$ cat config.mk
export PLATFORM = sky130hd
export DESIGN_NAME = cpu_core_mc
export DESIGN_NICKNAME = d
export VERILOG_FILES = /design/src/rtl/cpu_core_mc.sv
export SDC_FILE = /design/constraint.sdc
export NUM_CORES = 1
export LEC_CHECK = 0
export BUFFER_PORTS_ARGS = -buffer_cell sky130_fd_sc_hd__buf_2
export CAP_MARGIN = 20
export CORE_UTILIZATION = 29
export CTS_BUF_LIST = sky130_fd_sc_hd__clkbuf_8
export CTS_CLUSTER_SIZE = 30
export DETAILED_ROUTE_END_ITERATION = 16
export SLEW_MARGIN = 15
export SYNTH_ARGS = -nofsm -noshare
export SYNTH_HDL_FRONTEND = slang
export SYNTH_SLANG_ARGS = --single-unit
export TNS_END_PERCENT = 50
$ cat constraint.sdc
create_clock -name clk -period 3.85 [get_ports clk]
set_input_delay 0.385 -clock clk [delete_from_list [all_inputs] [get_ports clk]]
set_output_delay 0.385 -clock clk [all_outputs]
set_load 0.005 [all_outputs]
$ cat src/rtl/cpu_core_mc.sv
// cpu_core_mc -- multicycle FETCH/DECODE/EXEC/WB CPU core.
//
// Purpose:
//   Integrates the PC, an NREG-entry register file and the ALU. Instructions
//   come from an external synchronous ROM with a 1-cycle read latency. Each
//   instruction takes four cycles. The core has run control, a halt state,
//   signed BNE offsets, illegal-opcode detection and a retire strobe.
//
// Instruction fields:
//   op = IR[DATA_W-1 -: 3], rs = IR[DATA_W-4 -: RSEL_W],
//   rt = next RSEL_W bits, fn = IR[1:0]
//
// Ports:
//   clk          in   rising-edge clock
//   reset        in   asynchronous, active-high reset
//   run          in   level; leaves IDLE when high, checked again in WB
//   branch       in   external redirect request, honoured only in FETCH
//   branch_addr  in   external redirect target
//   step         in   (only with CPU_STEP_EN) FETCH waits for step=1
//   imem_addr    out  ROM address (= PC)
//   imem_rdata   in   ROM data, valid the cycle after imem_addr
//   pc_out       out  current PC
//   alu_result   out  registered result of the last EXEC
//   retire       out  1-cycle pulse during WB
//   halted       out  high in HALT
//   illegal      out  sticky flag, set when a reserved opcode retires
//
// Configuration macro: CPU_STEP_EN (adds the step input).

module cpu_core_mc #(
   parameter int DATA_W = 10,
   parameter int ADDR_W = 10,
   parameter int NREG   = 4
) (
   input  logic              clk,
   input  logic              reset,
   input  logic              run,
   input  logic              branch,
   input  logic [ADDR_W-1:0] branch_addr,
`ifdef CPU_STEP_EN
   input  logic              step,
`endif
   output logic [ADDR_W-1:0] imem_addr,
   input  logic [DATA_W-1:0] imem_rdata,
   output logic [ADDR_W-1:0] pc_out,
   output logic [DATA_W-1:0] alu_result,
   output logic              retire,
   output logic              halted,
   output logic              illegal
);

   localparam int RSEL_W = $clog2(NREG);

   typedef enum logic [2:0] {
      S_IDLE, S_FETCH, S_DECODE, S_EXEC, S_WB, S_HALT
   } state_t;

   state_t            state_reg;
   logic [ADDR_W-1:0] pc_reg;
   logic [DATA_W-1:0] ir_reg;
   logic [DATA_W-1:0] regs [NREG];

   logic [2:0]        op;
   logic [RSEL_W-1:0] rs;
   logic [RSEL_W-1:0] rt;
   logic [1:0]        fn;
   logic [DATA_W-1:0] rs_val;
   logic [DATA_W-1:0] rt_val;
   logic [DATA_W-1:0] alu_next;
   logic [ADDR_W-1:0] pc_next;
   logic [ADDR_W-1:0] br_off;
   logic              writes_rt;
   logic              is_halt;
   logic              is_reserved;
   logic              bne_taken;
   logic              step_ok;
   logic              unused_ir_bits;

   assign op     = ir_reg[DATA_W-1 -: 3];
   assign rs     = ir_reg[DATA_W-4 -: RSEL_W];
   assign rt     = ir_reg[DATA_W-4-RSEL_W -: RSEL_W];
   assign fn     = ir_reg[1:0];
   assign rs_val = regs[rs];
   assign rt_val = regs[rt];

   // Any padding bits between rt and fn are ignored.
   assign unused_ir_bits = ^ir_reg;

`ifdef CPU_STEP_EN
   assign step_ok = step;
`else
   assign step_ok = 1'b1;
`endif

   assign writes_rt   = (op == 3'b000) || ((op == 3'b001) && !fn[1]);
   assign is_halt     = (op == 3'b001) && (fn == 2'b10);
   assign is_reserved = op[2] || (op[1] && op[0]);

   // For bne, EXEC stores R[rs]-R[rt]. A nonzero difference means the
   // operands are unequal, so WB can decide the branch from alu_result.
   assign bne_taken = (op == 3'b010) && (alu_result != '0);
   assign br_off    = {{(ADDR_W-2){fn[1]}}, fn};

   always_comb begin
      alu_next = '0;
      case (op)
         3'b000: begin
            case (fn)
               2'b00:   alu_next = rs_val + rt_val;
               2'b01:   alu_next = rs_val - rt_val;
               2'b10:   alu_next = {{(DATA_W-1){1'b0}}, ($signed(rs_val) < $signed(rt_val))};
               default: alu_next = ~(rs_val & rt_val);
            endcase
         end
         3'b001: begin
            if (fn == 2'b00)
               alu_next = rs_val >> rt_val[3:0];
            else if (fn == 2'b01)
               alu_next = rs_val << rt_val[3:0];
         end
         3'b010:  alu_next = rs_val - rt_val;
         default: alu_next = '0;
      endcase
   end

   always_comb begin
      pc_next = pc_reg + ADDR_W'(1);
      if (is_halt)
         pc_next = pc_reg;
      else if (bne_taken)
         pc_next = pc_reg + ADDR_W'(1) + br_off;
   end

   always_ff @(posedge clk or posedge reset) begin
      if (reset) begin
         state_reg  <= S_IDLE;
         pc_reg     <= '0;
         ir_reg     <= '0;
         alu_result <= '0;
         retire     <= 1'b0;
         halted     <= 1'b0;
         illegal    <= 1'b0;
         for (int i = 0; i < NREG; i++)
            regs[i] <= '0;
      end else begin
         retire <= 1'b0;
         case (state_reg)
            S_IDLE: begin
               if (run)
                  state_reg <= S_FETCH;
            end
            S_FETCH: begin
               // A redirect wins over advancing and keeps FETCH, so the
               // next ROM read uses the new PC.
               if (branch)
                  pc_reg <= branch_addr;
               else if (step_ok)
                  state_reg <= S_DECODE;
            end
            S_DECODE: begin
               ir_reg    <= imem_rdata;
               state_reg <= S_EXEC;
            end
            S_EXEC: begin
               alu_result <= alu_next;
               retire     <= 1'b1;   // high during the following WB cycle
               state_reg  <= S_WB;
            end
            S_WB: begin
               if (writes_rt)
                  regs[rt] <= alu_result;
               if (is_reserved)
                  illegal <= 1'b1;
               pc_reg <= pc_next;
               if (is_halt) begin
                  state_reg <= S_HALT;
                  halted    <= 1'b1;
               end else if (run) begin
                  state_reg <= S_FETCH;
               end else begin
                  state_reg <= S_IDLE;
               end
            end
            S_HALT: begin
               // Only reset leaves HALT.
            end
            default: state_reg <= S_IDLE;
         endcase
      end
   end

   assign imem_addr = pc_reg;
   assign pc_out    = pc_reg;

endmodule

==> results.md <==
* Synth Net Count at around 730
* CP Capture Type: register
* Max-slew violations at 0
* Post-synth EDFFs at 0
* Synth cell types at 67
* Post-Syn Area at 0.00641 mm2
* Global-route wire length before repair at approximately 30000 um
* Final setup viols at 0
* Num CTS Buffers at 9
* Hold Vio Cnt, Final at 0
* DRC viols at 0
* Antenna cells at 0
* Worst-path clk slew at approximately 0.1 ns
* Async S/R FF share, synth at 100%
* Critical Path Start Type: register
* Worst Path Max Fanout at 11
* Max reg flops at 40
* Detail Placement HPWL at 13400 um
* Core Area at 0.0218 mm2
* CTS Sinks at 75
* Die ar. at 0.0227 mm2
* RSZ-0062 raised after global routing: false
* CTS tree: built
* Yosys reg bits at 75
* Yosys warns at 0
* # H-tree levels at 3
* Run status: finished clean
* Starting Density at ~30%
* Placed cells at roughly 1000
* Max Buffers Root-to-Sink at 2
* R2R setup slack at 0.19 ns
* P_leak at 0.00309 uW
* Peak VDD IR at 0.000374 V
* Avg Inst Size Synth at 9.52 um2
* Max Cap Violations at 0
* Register area share after synthesis at 29.3%
* Setup Buffers After CTS at 0
* Die Width at ~150 um
* Num rows at 54
* Grt total ovfl at 0
* Die Height at 151 um
* Worst hold-check path type: input pin to asynchronous set/reset pin
* Worst Skew at around 0.013 ns
* GP Congestion at 0.907
* Tot GR Track Use at approximately 17%
* Clock root cell: clkbuf_8
* Initial antenna violation count at 0
* Initial detailed-routing violation count at around 590
* TritonRoute pass-1 iters at 5
* Worst slew pin tran at ~0.86 ns
* Pin count of the biggest net entering global routing at 49
* Vias in the first global route at 5337
* Area after DPL at 0.00690 mm2
* Setup TNS at 0 ns
* Synth Flop Type: dfrtp_1
* Fin crit period at approximately 3.7 ns
* Final std cells w/o fill at 991
* Hold Slack at 0.130 ns
* Data required time of the critical path at 4.11 ns
* Clock Latency Late Sink at 0.38 ns
* Post-DR wirelength/cell at 18.6 um
* Layout cells sized above 1 at between 20% and 30%
* Top area cells in the synthesized netlist: dfrtp_1 29%, mux2_2 11%, mux4_2 6.7%, ha_1 6.1%, nor2_1 3.4%
* Most common cell after layout, fill and taps aside: dfrtp_1
* FMAX at 273 MHz
* Slew headroom at roughly 42%
* Post-Synthesis Cells at roughly 670
* IO buf count at 55
* CP arrival at 3.93 ns
* I/O pin total at 57
* Most frequent cells in the layout: 75 x dfrtp_1, 63 x mux2_2, 58 x nor2_1
* Most flop-heavy register: regs
* Post-synth top area share at 29.3%
* Net count reported at finish at 764
* Final non-filler cell area at 0.00711 mm2
* Routed wire length at 18400 um
* Hold-fix buffers at CTS at 0
* PwrDens at 890 mW/mm2
* Area delta synth->final at 10.9%
* DR vias/cell at 5.56
* Period Utilization, post-route at between 90% and 100%
* Total number of vias at 5512
* Post-synth top area cell: dfrtp_1
* Crit path kind: register to register
* Post-route antenna net violation count at 0
* Post-CTS sizing at 0
## worst max-delay path, cell delays in order, from the launching register on
cell	delay (ns)
dfrtp_1	0.63
mux4_1	0.78
inv_1	0.15
ha_1	0.25
nand2b_1	0.18
a2111oi_0	0.55
buf_4	0.21
nor4_1	0.06
or4_1	0.55
nand3_1	0.12
a31oi_1	0.07
## cell families after synthesis
| logic type | share of synthesized area, % |
|---|---|
| AND/OR/NAND/NOR | 16.3 |
| AO/OA/AOI/OAI | 17.2 |
| multiplexers | 22.0 |
| buffers and inverters | 5.57 |
| flip-flops | 29.3 |
| adder cells (fa/ha/maj) | 6.99 |
| XOR/XNOR | 2.60 |
## cells in the mapped netlist, types with 7 or more instances
| cell | n |
|---|---|
| nor4_1 | 8 |
| nand2b_1 | 13 |
| nand3_1 | 14 |
| nand2_1 | 42 |
| buf_4 | 11 |
| dfrtp_1 | 75 |
| buf_2 | 9 |
| nor2b_1 | 13 |
| nor2_1 | 58 |
| xnor2_1 | 12 |
| clkbuf_1 | 27 |
| a31oi_1 | 11 |
| or3_1 | 8 |
| mux2_2 | 63 |
| ha_1 | 31 |
| xor2_1 | 7 |
| mux4_2 | 19 |
| nor3_1 | 9 |
| mux2i_1 | 19 |
| a21o_1 | 9 |
| o21ai_0 | 28 |
| a21oi_1 | 34 |
| a211oi_1 | 11 |
| inv_1 | 25 |
## per-stage QoR
| stage | total power, uW | worst slack [ns] | utilization (%) |
|---|---|---|---|
| global placement | 5560 | 0.420 | 31.7 |
| detailed placement | 5620 | 0.277 | 31.7 |
| finish | 6330 | 0.187 | 32.7 |
| global route | 6880 | 0.0455 | 32.7 |
| floorplan | 4590 | 0.489 | - |
| CTS | 6320 | 0.276 | 32.7 |
## area by class of cell
cell class              count  area, um2
fillers                  2310      14700
multi-input cells         523       4170
flip-flops and latches     75       1880
repair buffers             72        403
well taps                 280        350
clock buffers               9        124
inverters                  25       95.1
clock inverters             7       83.8
## worst paths after layout
check / startpoint / to / cells after the start
min: reset / ir_reg[5]$_DFFE_PP0P_ / 2
min reg2reg: halted$_DFFE_PP0P_ / halted$_DFFE_PP0P_ / 1
min in group clk: imem_rdata[5] / ir_reg[5]$_DFFE_PP0P_ / 2
max reg2reg: ir_reg[4]$_DFFE_PP0P_ / alu_result[9]$_DFFE_PP0P_ / 10
max in group asynchronous: reset / regs[13]$_DFFE_PP0P_ / 3
max: ir_reg[4]$_DFFE_PP0P_ / alu_result[9]$_DFFE_PP0P_ / 10
## per-layer routing
metal | track usage [%] | part of all wire (%) | up-vias
met5 | 0 | 0 | -
met4 | 5.70 | 1.8 | 0
met3 | 3.33 | 6.8 | 30
met2 | 27.5 | 47 | 213
met1 | 22.9 | 44 | 2693
li1 | - | - | 2576
## where the power goes
group / leakage (uW) / switching (uW) / total (uW) / internal, uW
registers: 0.000981 / 541 / 1620 / 1080
clock network: 0.000108 / 364 / 677 / 313
logic: 0.00200 / 2180 / 4030 / 1850
No activity file was read; power rests on OpenSTA's default activity.
